$ cat src/rtl/dwc_rr_arb_if.sv
// Handshake bundle for dwc_rr_arb: N narrow requester streams in, one tagged stream out.
// slave is the arbiter's view; master is the view of the surrounding logic.
interface dwc_rr_arb_if #(
  parameter int N     = 4,
  parameter int DBITS = 8,
  parameter int TBITS = $clog2(N)
);
  logic [N-1:0]       s_axis_tvalid;
  logic [N-1:0]       s_axis_tready;
  logic [N*DBITS-1:0] s_axis_tdata;
  logic               m_axis_tvalid;
  logic               m_axis_tready;
  logic [DBITS-1:0]   m_axis_tdata;
  logic [TBITS-1:0]   m_axis_tdest;
  logic               m_axis_tlast;

  modport slave (
    input  s_axis_tvalid, s_axis_tdata, m_axis_tready,
    output s_axis_tready, m_axis_tvalid, m_axis_tdata, m_axis_tdest, m_axis_tlast
  );

  modport master (
    output s_axis_tvalid, s_axis_tdata, m_axis_tready,
    input  s_axis_tready, m_axis_tvalid, m_axis_tdata, m_axis_tdest, m_axis_tlast
  );
endinterface

$ cat src/rtl/dwc_rr_arb.sv
// Round-robin arbiter granting atomic K-beat bursts from N narrow streams to one width converter.
// Latency: 1 arbitration cycle per burst, then 1 cycle input-to-output through a single output register.
// Backpressure: granted requester's ready = register empty or draining; all other readies held low.
module dwc_rr_arb #(
  parameter int N     = 4,
  parameter int DBITS = 8,
  parameter int K     = 3,
  parameter int TBITS = $clog2(N)
) (
  input  logic         ap_clk,
  input  logic         ap_rst,
  dwc_rr_arb_if.slave  bus
);

  localparam int CBITS = (K > 1) ? $clog2(K) : 1;

  typedef enum logic {IDLE, BURST} state_t;

  typedef struct packed {
    logic [DBITS-1:0] dat;
    logic [TBITS-1:0] dest;
    logic             last;
  } beat_t;

  state_t           state;
  logic [TBITS-1:0] ptr;
  logic [TBITS-1:0] gnt;
  logic [CBITS-1:0] cnt;
  beat_t            out_q;
  logic             out_vld;

  logic             arb_vld;
  logic [TBITS-1:0] arb_gnt;
  logic [TBITS:0]   arb_sum;
  logic [TBITS-1:0] arb_idx;
  logic [TBITS-1:0] nxt_ptr;
  logic             out_free;
  logic             in_xfer;
  logic             cnt_last;
  logic [DBITS-1:0] in_dat;

  // Scan downward so the last hit written is the one closest to ptr in wrap order.
  always_comb begin
    arb_vld = 1'b0;
    arb_gnt = '0;
    arb_sum = '0;
    arb_idx = '0;
    for (int i = N - 1; i >= 0; i--) begin
      arb_sum = {1'b0, ptr} + (TBITS + 1)'(i);
      if (arb_sum >= (TBITS + 1)'(N))
        arb_sum = arb_sum - (TBITS + 1)'(N);
      arb_idx = arb_sum[TBITS-1:0];
      if (bus.s_axis_tvalid[arb_idx]) begin
        arb_vld = 1'b1;
        arb_gnt = arb_idx;
      end
    end
  end

  assign nxt_ptr  = (gnt == TBITS'(N - 1)) ? '0 : gnt + TBITS'(1);
  assign out_free = !out_vld || bus.m_axis_tready;
  assign in_xfer  = (state == BURST) && out_free && bus.s_axis_tvalid[gnt];
  assign cnt_last = (cnt == CBITS'(K - 1));
  assign in_dat   = bus.s_axis_tdata[int'(gnt) * DBITS +: DBITS];

  assign bus.s_axis_tready = ((state == BURST) && out_free) ? (N'(1) << gnt) : '0;
  assign bus.m_axis_tvalid = out_vld;
  assign bus.m_axis_tdata  = out_q.dat;
  assign bus.m_axis_tdest  = out_q.dest;
  assign bus.m_axis_tlast  = out_q.last;

  always_ff @(posedge ap_clk) begin
    if (ap_rst) begin
      state   <= IDLE;
      ptr     <= '0;
      gnt     <= '0;
      cnt     <= '0;
      out_q   <= '0;
      out_vld <= 1'b0;
    end else begin
      // A new beat loaded below takes precedence over this drain.
      if (out_vld && bus.m_axis_tready)
        out_vld <= 1'b0;

      case (state)
        IDLE: begin
          if (arb_vld) begin
            gnt   <= arb_gnt;
            state <= BURST;
          end
        end
        BURST: begin
          if (in_xfer) begin
            out_q   <= '{dat: in_dat, dest: gnt, last: cnt_last};
            out_vld <= 1'b1;
            if (cnt_last) begin
              cnt   <= '0;
              ptr   <= nxt_ptr;
              state <= IDLE;
            end else begin
              cnt <= cnt + CBITS'(1);
            end
          end
        end
        default: state <= IDLE;
      endcase
    end
  end

endmodule

$ cat src/flat_wrapper.sv
// flat-port wrapper written by rule: the top's interface ports become plain ports
module dwc_rr_arb_flat 
#(
  parameter int N     = 4,
  parameter int DBITS = 8,
  parameter int K     = 3,
  parameter int TBITS = $clog2(N)
)
  (ap_clk, ap_rst, bus_s_axis_tvalid, bus_s_axis_tdata, bus_m_axis_tready, bus_s_axis_tready, bus_m_axis_tvalid, bus_m_axis_tdata, bus_m_axis_tdest, bus_m_axis_tlast);
  dwc_rr_arb_if #(.N(N), .DBITS(DBITS), .TBITS(TBITS)) bus_i ();
  input  logic ap_clk;
  input  logic ap_rst;
  input wire logic [$bits(bus_i.s_axis_tvalid)-1:0] bus_s_axis_tvalid;
  input wire logic [$bits(bus_i.s_axis_tdata)-1:0] bus_s_axis_tdata;
  input wire logic [$bits(bus_i.m_axis_tready)-1:0] bus_m_axis_tready;
  output wire logic [$bits(bus_i.s_axis_tready)-1:0] bus_s_axis_tready;
  output wire logic [$bits(bus_i.m_axis_tvalid)-1:0] bus_m_axis_tvalid;
  output wire logic [$bits(bus_i.m_axis_tdata)-1:0] bus_m_axis_tdata;
  output wire logic [$bits(bus_i.m_axis_tdest)-1:0] bus_m_axis_tdest;
  output wire logic [$bits(bus_i.m_axis_tlast)-1:0] bus_m_axis_tlast;
  assign bus_i.s_axis_tvalid = bus_s_axis_tvalid;
  assign bus_i.s_axis_tdata = bus_s_axis_tdata;
  assign bus_i.m_axis_tready = bus_m_axis_tready;
  assign bus_s_axis_tready = bus_i.s_axis_tready;
  assign bus_m_axis_tvalid = bus_i.m_axis_tvalid;
  assign bus_m_axis_tdata = bus_i.m_axis_tdata;
  assign bus_m_axis_tdest = bus_i.m_axis_tdest;
  assign bus_m_axis_tlast = bus_i.m_axis_tlast;
  dwc_rr_arb #(.N(N), .DBITS(DBITS), .K(K), .TBITS(TBITS)) u_core (.ap_clk(ap_clk), .ap_rst(ap_rst), .bus(bus_i));
endmodule
$ cat config.mk
export PLATFORM = sky130hd
export DESIGN_NAME = dwc_rr_arb_flat
export DESIGN_NICKNAME = d
export VERILOG_FILES = /design/src/rtl/dwc_rr_arb_if.sv /design/src/rtl/dwc_rr_arb.sv /design/src/flat_wrapper.sv
export SDC_FILE = /design/constraint.sdc
export NUM_CORES = 1
export LEC_CHECK = 0
export CAP_MARGIN = 20
export CORE_MARGIN = 5
export CORE_UTILIZATION = 43
export CTS_BUF_LIST = sky130_fd_sc_hd__clkbuf_4 sky130_fd_sc_hd__clkbuf_8 sky130_fd_sc_hd__clkbuf_16
export DETAILED_ROUTE_END_ITERATION = 6
export PLACE_DENSITY = 0.89
export SYNTH_ARGS = -nofsm -noshare
export SYNTH_HDL_FRONTEND = slang
export SYNTH_SLANG_ARGS = --single-unit
$ cat constraint.sdc
create_clock -name ap_clk -period 4.5 [get_ports ap_clk]
set_input_delay 0.9 -clock ap_clk [delete_from_list [all_inputs] [get_ports ap_clk]]
set_output_delay 0.9 -clock ap_clk [all_outputs]
set_load 0.02 [all_outputs]
### Word-level counts from Yosys, hierarchy flattened

Index checks and enable logic that the tools add are counted.

* shift-type cells: 2
* magnitude comparators: 9
* reductions and logical operators: 8
* multiplexer cells: 32
* equal/unequal tests: 2
* bitwise gates (word level): 1
* $add $sub $neg: 9

Operator list (count)
* indexed part select 32 x 6 -> 8 bit: 1
* 2-to-1 mux 2 bit: 10
* < comparator 2 x 3 -> 1 bit, second input constant: 5
* 2-to-1 mux 1 bit: 15
* binary-select mux 1 bit (select 2 bit): 5
* >= comparator 3 bit, second input constant: 3
* subtractor 2 x 1 -> 2 bit, second input constant: 4
* adder 2 x 2 -> 3 bit, second input constant: 2
* adder 2 x 1 -> 2 bit, second input constant: 2
* equality test 2 bit, second input constant: 2
* 2-to-1 mux 4 bit: 1
* AND reduction 2 bit: 2
* left shift 1 x 2 -> 4 bit, first input constant: 1
* adder 2 x 1 -> 3 bit, second input constant: 1
* >= comparator 2 x 3 -> 1 bit, second input constant: 1
* logical AND 1 bit: 3
* AND reduction 3 bit: 1
* case mux 1 bit (2 select lines): 1
* zero test 1 bit: 1
* logical OR 1 bit: 1
* NOT 1 bit: 1

* output and inout port bits: 16
* input port bits: 39
* register bits after elaboration: 19

### Longest topological paths before layout

* depth in word-level cells: 11
* mapped depth: 6
* mapped depth without buffers: 4

### Least setup slack after synthesis

OpenSTA, ideal clock, no wires.

* path kind: input port to output port
* start: input bus_m_axis_tready
* end: output bus_s_axis_tready[0]
* stages: 3
* arrival time: 1537 ps
* path buffers: 1
* setup slack: 2063 ps
* path through: nand2b_1 clkbuf_1 and3_1

* longest elaborated chain between the ends: 3

RTL lines
* start: declaration: line flat_wrapper.sv:15 `input wire logic [$bits(bus_i.m_axis_tready)-1:0] bus_m_axis_tready;`
* logical OR 1 bit: line dwc_rr_arb.sv:61 `assign out_free = !out_vld || bus.m_axis_tready;`
* logical AND 1 bit: line dwc_rr_arb.sv:66 `assign bus.s_axis_tready = ((state == BURST) && out_free) ? (N'(1) << gnt) : '0;`
* 2-to-1 mux 4 bit: line dwc_rr_arb.sv:66
* end: declaration: line flat_wrapper.sv:16 `output wire logic [$bits(bus_i.s_axis_tready)-1:0] bus_s_axis_tready;`

Every way passes these cells.

### Final worst setup path

* start: input bus_m_axis_tready
* end: output bus_s_axis_tready[3]

The elaborated chain is that of the path after synthesis.

==> results.json <==
{
  "status": "completed",
  "syn_avg_cell_area_sq_um": 10.16,
  "viasPerCell": 5.505,
  "die_h_um": 60.52,
  "boundaryPins": 55,
  "postCtsHoldBufs": 0,
  "startpoint_type": "input pin",
  "grt_max_degree": 20,
  "setup_viol": 0,
  "end_kind": "primary output",
  "worstMarginPinSlew_ns": 0.8495,
  "grt_usage_pct": 16.71,
  "tns_ns": 0,
  "cts_buffer_depth": 2,
  "crit_chain": "clkdlybuf4s50_1 -> nand2b_1 -> and3_1 -> clkdlybuf4s50_1",
  "wl_um": 2848,
  "vdd_drop_max_uv": 192.9,
  "drv_cap": 0,
  "start_util_pct": 44.70,
  "clk_pin_slew_worst_paths_ns": 0.11,
  "hold_path.class": "flop to flop",
  "wl_per_cell_um": 15.15,
  "netlist_area_sq_um": 1097,
  "gp_congestion": 0.8527,
  "dpl.hpwl_um": 2242,
  "fin_util_pct": 67.84,
  "place_area_sq_um": 1638,
  "grt_pass1_vias": 1123,
  "ctsResizeCount": 0,
  "yosysWarnings": 0,
  "hold_ws_ns": 0.4606,
  "antenna_found_initial": 0,
  "vias": 1035,
  "postCtsSetupRepairBufs": 0,
  "p_seq_share_pct": 49.3,
  "worstSetupPathType": "input pin to primary output",
  "p_sw_share_pct": 27.78,
  "final_cell_area_sq_um": 1665,
  "synth_edf_count": 0,
  "rsz0062_at_grt": "false",
  "postSynthCellCount": 108,
  "n_antenna_cell": 0,
  "ant_nets": 0,
  "layout_common_cells": "54 x clkdlybuf4s50_1, 19 x dfxtp_1, 13 x nor2_1",
  "pre_cts_ws_ns": 1.174,
  "design.core.area_sq_um": 2455,
  "nets": 202,
  "critPathSlowestCell": "clkdlybuf4s50_1",
  "first_iter_violations": 20,
  "power_frac_clock_pct": 23.2,
  "synthArstFlopShare_pct": 0,
  "clk_latency_ns": 0.30,
  "synth-seq-cells": 19,
  "multiInputGateArea_sq_um": 664.4,
  "yosysSeqAreaShare_pct": 34.66,
  "report.final.slew_viol_count": 0,
  "final_common_cell": "clkdlybuf4s50_1",
  "finalHoldViolations": 0,
  "die_area_sq_um": 3662,
  "power.density_nw_per_um2": 229.7,
  "maxSlewHeadroom_pct": 43.29,
  "p_leak_nw": 0.6534,
  "drcViolationCount": 0,
  "n_fill_cell": 195,
  "syn_to_final_growth_pct": 51.77,
  "grt_pass1_wl_um": 4574,
  "cts_root_buffer": "clkbuf_4",
  "netlist-cell-type-count": 29,
  "port_buffers": 54,
  "grt-ovfl-total": 0,
  "die_x_um": 60.52,
  "critPathMaxFanout": 8,
  "cell_internal_pwr_w": 0.0002762,
  "fmax_ghz": 0.2999,
  "required_ns": 3.60,
  "htreeDepth": 1,
  "cts_tree": "done",
  "clock_sinks": 19,
  "cp.arrival_ns": 2.43,
  "syn_nets": 151,
  "fin_ws_ns": 1.166,
  "dr.pass1.iters": 4,
  "num_rows": 18,
  "finalCritPeriodShare_pct": 74.10,
  "layout-drive-gt1-share_pct": 10.76,
  "seq_area_sq_um": 380.4,
  "clock_skew_ns": 0.005157,
  "critPathMostFrequentCell": "clkdlybuf4s50_1",
  "combPwrFrac_pct": 27.6,
  "period_minus_slack_ns": 3.334,
  "synth-main-ff-cell": "dfxtp_1",
  "cts_buffers": 3,
  "max_stage_delay_ns": 0.60,
  "power_switching_w": 0.0001062
}
power groups by stage:
| stage | Clock [W] | Sequential, W | Combinational [W] |
|---|---|---|---|
| after floorplan | 0 | 0.000192 | 0.0000518 |
| after global placement | 0 | 0.000192 | 0.000103 |
| after detailed placement | 0 | 0.000193 | 0.000106 |
| after CTS | 0.0000905 | 0.000189 | 0.000106 |
| after global routing | 0.0000971 | 0.000190 | 0.000114 |
| final | 0.0000886 | 0.000188 | 0.000105 |
stage by stage:
step	power [W]	cells
4_1_cts	0.0003858	188
3_5_place_dp	0.0002987	184
2_1_floorplan	0.0002433	108
5_1_grt	0.0004012	188
3_3_place_gp	0.0002949	184
6_report	0.0003825	188
sequential cells by signal, summed over array words and instances (netlist names):
signal and flops:
u_core.state 1, u_core.gnt 2, u_core.cnt 2, u_core.bus.m_axis_tlast 1
u_core.bus.m_axis_tvalid 1, u_core.bus.m_axis_tdest 2, u_core.ptr 2, u_core.bus.m_axis_tdata 8
cell families after synthesis:
logic type | synth area share (%)
AOI/OAI and AO/OA | 8.895
adders and majority gates | 4.561
buffers and inverters | 4.788
DFF | 34.66
muxes | 29.65
and+or+nand+nor | 17.45
metal layers:
layer	wire length (um)	track usage, %
met1	995	17.17
met2	1441	28.70
met3	377	7.660
met4	34	8.359
met5	0	0
synthesized netlist by cell type, types with 2 or more instances:
cell / number / area (sq um)
ha_1: 4 / 50.05
or3_1: 2 / 12.51
and3_1: 4 / 25.02
nand2_1: 9 / 33.78
nand2b_1: 2 / 12.51
mux2i_1: 10 / 100.1
nor2_1: 13 / 48.80
a32oi_1: 2 / 17.52
clkbuf_1: 3 / 11.26
buf_2: 3 / 15.01
a21oi_1: 11 / 55.05
inv_1: 2 / 7.510
mux4_2: 9 / 202.7
dfxtp_1: 19 / 380.4
worst paths after layout:
check | startpoint | end | slack [ns] | cells after the start
min reg2reg | u_core.bus.m_axis_tlast | u_core.bus.m_axis_tlast | 0.46 | 2
min | u_core.bus.m_axis_tlast | u_core.bus.m_axis_tlast | 0.46 | 2
max reg2reg | u_core.gnt[0] | u_core.cnt[1] | 2.28 | 4
max | bus_m_axis_tready | bus_s_axis_tready[3] | 1.17 | 4
cell type report:
cell class                 count  area share, %
clock buffer                   3          1.352
clock inverter                 1         0.3005
inverter                       4         0.9016
multi-input combinational     77          39.89
sequential                    19          22.84
tap                           30          2.254
timing repair buffer          54          32.46
critical path, delay by kind of cell:
family                 cells  cell delay, ns
and+or+nand+nor            2            0.49
buffers and inverters      2            1.04
Power figures use the tool's default switching activity.
==> variant (config.mk and constraints unchanged) <==
`K` is set to 3 in 2 places; all go to 6.
--- a/src/rtl/dwc_rr_arb.sv
+++ b/src/rtl/dwc_rr_arb.sv
@@ -5,5 +5,5 @@
   parameter int N     = 4,
   parameter int DBITS = 8,
-  parameter int K     = 3,
+  parameter int K     = 6,
   parameter int TBITS = $clog2(N)
 ) (
--- a/src/flat_wrapper.sv
+++ b/src/flat_wrapper.sv
@@ -4,5 +4,5 @@
   parameter int N     = 4,
   parameter int DBITS = 8,
-  parameter int K     = 3,
+  parameter int K     = 6,
   parameter int TBITS = $clog2(N)
 )
Formal check against the unedited RTL: not equivalent (a bounded check fails within 10 cycles, from zero or initial values and one cycle with ap_rst high).
==> variant against the original RTL <==
Area after synthesis up 3.5%; die area is 2.9% higher; worst setup slack worse by 79 ps; global-route usage increased by 0.31 points; via count rose by 1.3%; sequential cell count grew 1; sequential power increased by 5%; total power grew 18%; count of clock-buffer cells in the layout unchanged; clock skew barely moved; routed wire length is 5.6% higher; final area grew 3.5%; final cell count up 2.1%; critical path depth unchanged; largest power group unchanged.
==> variant: results (changes against the original RTL) <==
| Metric | Value |
|---|---|
| Status | finished, final reports clean |
| Clk cell area share | 0.03050 (+0.01397) |
| R2r setup slk | roughly 2300 ps |
| Placeable Area | 2500 sq um (+1.8%) |
| Maximum VDD drop | 0.2733 mV (+42%) |
| Worst Path Arrival | 2510 ps (+80 ps) |
| Non-clock buffering overhead | 0.3137 (-0.01084) |
| DP HPWL | 2250 um (+0.37%) |
| Worst R2R Start | u_core.gnt[1] |
| Seq/Total Area, Yosys | 0.3524 (+0.005787) |
| Internal power | 341.2 uW (+24%) |
| Clock net power | 149 uW (+68%) |
| Cell Area, Placed | 1670 sq um (+2.0%) |
| Worst Skew | 5.030 ps (-0.1273 ps) |
| Synth cell types | 27 (-6.9%) |
| Fin nets | 206 (+2.0%) |
| Ranking of synthesized cells by area | dfxtp_1 35%, mux4_2 18%, mux2i_1 11%, nor2_1 5.3%, a21oi_1 4.4% |
| Multi-input gates | 79 (+2.6%) |
| Largest net degree at the start of global routing | 21 (+5.0%) |
| Post-synth net total | 155 (+2.6%) |
| Detailed Route Iter0 Violations | 18 (-10%) |
| Final RePlAce weighted congestion | 0.8717 (+2.2%) |
| GR Util All Layers | 0.1702 (+0.003097) |
| Vias in the first global route | 1,108 (-1.3%) |
| Fillers | 192 (-1.5%) |
| Capturing point of the worst reg2reg path | u_core.bus.m_axis_tdata[3] |
| Area of the multi-input gates | 673.1 sq um (+1.3%) |
| Pleak | 0.7057 nW (+8.0%) |
| Fraction of area in registers | 0.2324 (+0.003990) |
| Slew @ Worst Pin | 825.6 ps (-23.90 ps) |
| Post-synth top cells | 20 x dfxtp_1, 16 x nor2_1, 12 x mux2i_1, 10 x a21oi_1, 9 x mux4_2 |
| Post-Synth Adder-Cell Area | 0.04405 (-0.001557) |
| Layout cells sized above 1 | 0.09259 (-0.01500) |
| Xor and xnor area share after synthesis | 0.007709 (+0.007709) |
| Final WL | 3008 um (+5.6%) |
| #FFs+latches synth | 20 (+1) |
| CP endpoint | bus_s_axis_tready[0] |
| Post-synthesis compound-gate area fraction | 0.07159 (-0.01735) |
| DR vias | 1,048 (+1.3%) |
| Post-synthesis mux area share | 0.2841 (-0.01232) |
| Inverters excl. clock | 5 (+1) |
==> variant: metrics by stage <==
stage	instances	total power [mW]	setup WS, ps	util	hold WS (ps)
6_report	192	0.4518	1087	0.6892	465.3
5_1_grt	192	0.4713	1012	0.6892	481.2
4_1_cts	192	0.4543	1076	0.6892	469.6
3_5_place_dp	188	0.3058	1086	0.6682	452.5
3_3_place_gp	188	0.3023	1124	0.6682	444.7
2_1_floorplan	112	0.2529	2032	-	448.1
==> variant: cells by family after synthesis <==
group                    count (synthesis)
AND/OR/NAND/NOR                         39
multiplexers                            21
flip-flops                              20
AO/OA/AOI/OAI                           14
buffers and inverters                   13
adder cells (fa/ha/maj)                  4
XOR/XNOR                                 1
==> variant: routing by layer <==
| metal | routed length (um) | track usage | vias up |
|---|---|---|---|
| met5 | 0 | 0 | - |
| met4 | 40 | 0.05455 | 0 |
| met3 | 264 | 0.05241 | 5 |
| met2 | 1618 | 0.3233 | 45 |
| met1 | 1084 | 0.1766 | 493 |
| li1 | - | - | 505 |
